## src/rtl/req_encoder_8_3.sv

```systemverilog
// req_encoder_8_3: sticky 8-bit request bitmap emitted one 3-bit index per valid/ready transfer.
// Define RR_ARB_EN for round-robin selection; otherwise fixed priority, index 7 highest.
module req_encoder_8_3 (
    input  logic       clk,
    input  logic       rst,
    input  logic       E,
    input  logic [7:0] In,
    output logic [2:0] Out,
    output logic       V,
    input  logic       R,
    output logic [7:0] Pend,
    output logic       Ovf
);
    typedef enum logic {IDLE, VALID} state_t;
    state_t     state, state_n;
    logic       xfer;
    logic [7:0] clr, set, masked;
    logic [2:0] sel, out_n;
    assign V      = (state == VALID);
    assign xfer   = V && R;
    assign clr    = xfer ? 8'h01 << Out : 8'h00;
    assign set    = E ? In : 8'h00;
    // Candidates exclude the bit leaving on this edge; fresh captures wait a cycle.
    assign masked = Pend & ~clr;
`ifdef RR_ARB_EN
    logic [2:0] ptr, start;
    assign start = xfer ? Out - 3'd1 : ptr;
    // Nearest set bit at or below start, wrapping 0 -> 7.
    always_comb begin
        sel = '0;
        for (int i = 7; i >= 0; i--)
            if (masked[start - 3'(i)]) sel = start - 3'(i);
    end
    always_ff @(posedge clk or posedge rst)
        if (rst) ptr <= 3'd7;
        else if (xfer) ptr <= Out - 3'd1;
`else
    always_comb begin
        sel = '0;
        for (int i = 0; i < 8; i++)
            if (masked[i]) sel = 3'(i);
    end
`endif
    always_comb begin
        state_n = state;
        out_n   = Out;
        if ((state == IDLE || R) && masked != 8'h00) begin
            state_n = VALID;
            out_n   = sel;
        end else if (state == VALID && R) begin
            state_n = IDLE;
        end
    end
    always_ff @(posedge clk or posedge rst) begin
        if (rst) begin
            state <= IDLE;
            Out   <= '0;
            Pend  <= '0;
            Ovf   <= 1'b0;
        end else begin
            state <= state_n;
            Out   <= out_n;
            Pend  <= masked | set;
            Ovf   <= Ovf | (|(set & masked));
        end
    end
endmodule

```

## config.mk

```make
export PLATFORM = sky130hd
export DESIGN_NAME = req_encoder_8_3
export DESIGN_NICKNAME = d
export VERILOG_FILES = /design/src/rtl/req_encoder_8_3.sv
export SDC_FILE = /design/constraint.sdc
export NUM_CORES = 1
export LEC_CHECK = 0
export ABC_AREA = 1
export CAP_MARGIN = 20
export CORE_UTILIZATION = 34
export DETAILED_ROUTE_END_ITERATION = 7
export DONT_BUFFER_PORTS = 1
export PLACE_DENSITY = 0.53
export SYNTH_ARGS = -nofsm -noshare
export SYNTH_HDL_FRONTEND = slang
export SYNTH_SLANG_ARGS = --single-unit
```

## constraint.sdc

```tcl
create_clock -name clk -period 2.85 [get_ports clk]
set_clock_uncertainty 0.15 [all_clocks]
set_input_delay 0.7125 -clock clk [delete_from_list [all_inputs] [get_ports clk]]
set_output_delay 0.7125 -clock clk [all_outputs]
set_load 0.01 [all_outputs]
```

==> flow_summary_export.csv <==
group,metric,value,unit
yosys,synth_seq_cells,13,
timing,worst_pin_slew,0.530,ns
yosys,syn-cell-area,732,sq um
timing,min_period,1.66,ns
floorplanning,boundaryPins,25,
floorplanning,core_area,0.00200,sq mm
drt,wl_per_cell,12.2,microns
yosys,ys_seq_area_share,44.4,%
grt,grt_overflow,0,
hold_path,hp-class,"input port to async pin",
yosys,synthTopCellsByArea,"dfrtp_1, nand2_1, nand2_2",
power_and_ir_drop,powerDensity,953,mW/mm^2
drt,drc_errors,0,
power_and_ir_drop,total_power,751,uW
grt,grt_max_degree,14,
power_and_ir_drop,ir_drop,403,uV
yosys,synth_top_area_cell,"dfrtp_1",
yosys,synth_mux_area_share,0,%
clock_network,cts_root_buf,"clkbuf_4",
clock_network,clock_path_buffers,2,
drt,drt_iter0_drc,9,
cells_and_area,drive_above_1_share,21.4,%
setup_path,worstPathArrival,1.68,ns
yosys,synthAdderAreaFrac,0,%
yosys,netlist-cell-type-count,19,
cells_and_area,n_antenna_cell,0,
grt,grtUsageTotal,14.9,%
yosys,synth_top_family_by_area,"simple AND/OR/NAND/NOR gates",
grt,antenna_found_initial,0,
floorplanning,die_h,48.4,microns
run,maxCapViolCount,0,
clock_network,clkTransAtPathRegs,0.08,ns
clock_network,postCtsSetupRepairBufs,0,
clock_network,cts-htree-levels,1,
clock_network,postCtsResizedCells,0,
placement,port_buffers,0,
timing,holdWs,0.198,ns
timing,hold_violations,0,
timing,final-setup-viol-count,0,
cells_and_area,syn_to_final_growth,7.69,%
timing,report.final.slew_viol_count,0,
clock_network,cts_buffers,3,
grt,grt_pass1_wl,2.62,mm
drt,vias_per_cell,4.74,
yosys,syn_inst,95,
yosys,yosys.area_share.simple,39.7,%
timing,period_share,58.1,%
setup_path,endpoint_kind,"register",
clock_network,cts_tree,"built",
setup_path,cp-start-kind,"register",
clock_network,cts_sinks,13,
timing,relSlewSlack,64.7,%
floorplanning,num_rows,16,
clock_network,cts_hold_buf,0,
floorplanning,initial_core_util,36.6,%
placement,place.gp.congestion,0.845,
drt,via_count,593,
yosys,synth_top_area_share,44.4,%
setup_path,timing_worst_setup_path_type,"register to register",
timing,setup_tns,0,ns
placement,dp_hpwl,1.23,mm
timing,grt_setup_unrepaired,"false",
yosys,synth_xor_area_share,0,%
floorplanning,die_area,0.00234,sq mm
drt,wl,1.53,mm
grt,grt_pass1_vias,582,
setup_path,cp_max_fo,5,
timing,max_freq,0.604,GHz
clock_network,clock_latency,0.28,ns
drt,first_pass_iters,4,
drt,ant_nets,0,
cells_and_area,nets,111,
yosys,avgSynthCellArea,7.70,sq um
floorplanning,die_w,48.4,microns
power_and_ir_drop,p_leak,0.360,nW
setup_path,crit_required,2.87,ns
status,status,"complete, no violations",
yosys,synthesis.nets,107,
yosys,yosysWarnings,0,
yosys,synth_compound_gate_area_share,9.23,%
==> cells in the mapped netlist <==
master and number:
nand2_1 29, dfrtp_1 13, inv_1 11, nand2_2 10
o21ai_0 6, nor2_1 5, nor3_1 4, nand4_1 3
nor2_4 3, nand3_1 2, a21oi_1 1, a21oi_2 1
a31oi_1 1, clkbuf_1 1, inv_2 1, nand2_4 1
nor2_2 1, o21bai_2 1, o22ai_1 1
==> metrics by stage <==
stage          instance area, sq um  worst slack [ns]  cells  utilization, %
6_report                        788              1.19    125            39.4
5_1_grt                         788              1.06    125            39.4
4_1_cts                         788              1.17    125            39.4
3_5_place_dp                    762             0.962    121            38.1
3_3_place_gp                    762             0.979    121            38.1
2_1_floorplan                   732              1.08     95               -
==> cell families after synthesis <==
kind of cell | count (synthesis)
buffers and inverters | 13
AOI/OAI and AO/OA | 11
DFF | 13
and+or+nand+nor | 58
==> state kept, by name, indices dropped and copies added (netlist names) <==
signal / cells
Pend: 8
Out: 3
Ovf: 1
V: 1
==> cells in the final DEF, fill, tap and decap left out, types with 2 or more instances in the layout <==
cell type  synthesis  routed
nand2_1           29      29
nor2_4             3       3
o21ai_0            6       6
nand3_1            2       2
nor3_1             4       4
clkbuf_4           0       3
nand4_1            3       3
inv_1             11      11
nand2_2           10      10
nor2_1             5       5
dfrtp_1           13      13
==> power breakdown <==
part           internal [mW]  leakage (nW)  switching [mW]
Sequential             0.248         0.127           0.104
Clock                 0.0544        0.0150          0.0635
Combinational         0.0988         0.218           0.183
Total                  0.401         0.360           0.350
==> layer usage <==
layer / up-vias / GRT usage (%) / part of all wire [%] / wire [microns]
li1: 309 / - / - / -
met1: 263 / 17.9 / 47 / 717
met2: 19 / 24.2 / 45 / 680
met3: 2 / 7.23 / 7.5 / 115
met4: 0 / 2.94 / 0.79 / 12
met5: - / 0 / 0 / 0
==> path summary, 6_finish.rpt <==
path	slack, ns	startpoint	depth (start not counted)	to
min in group clk	0.39	E	2	Pend[3]
hold reg to reg	0.42	Ovf	2	Ovf
max in group asynchronous	2.00	rst	1	Out[2]
setup reg to reg	1.19	Out[2]	7	Out[0]
hold / removal	0.20	rst	1	Pend[1]
setup / recovery	1.19	Out[2]	7	Out[0]
==> worst max-delay path, cell delays in order (launching register included) <==
cell      delay, ns
dfrtp_1        0.51
nand3_1        0.16
o21bai_2       0.21
nand2_2        0.12
nor2_4         0.13
nand2_2        0.08
a21oi_1        0.16
a21oi_2        0.04
==> final cells by class <==
type | instances | area [sq um]
multi-input combinational | 69 | 358
sequential | 13 | 325
fill | 230 | 1210
inverter | 12 | 45.0
clock buffer | 4 | 26.3
tap | 27 | 33.8
No activity file was read; power rests on OpenSTA's default activity.
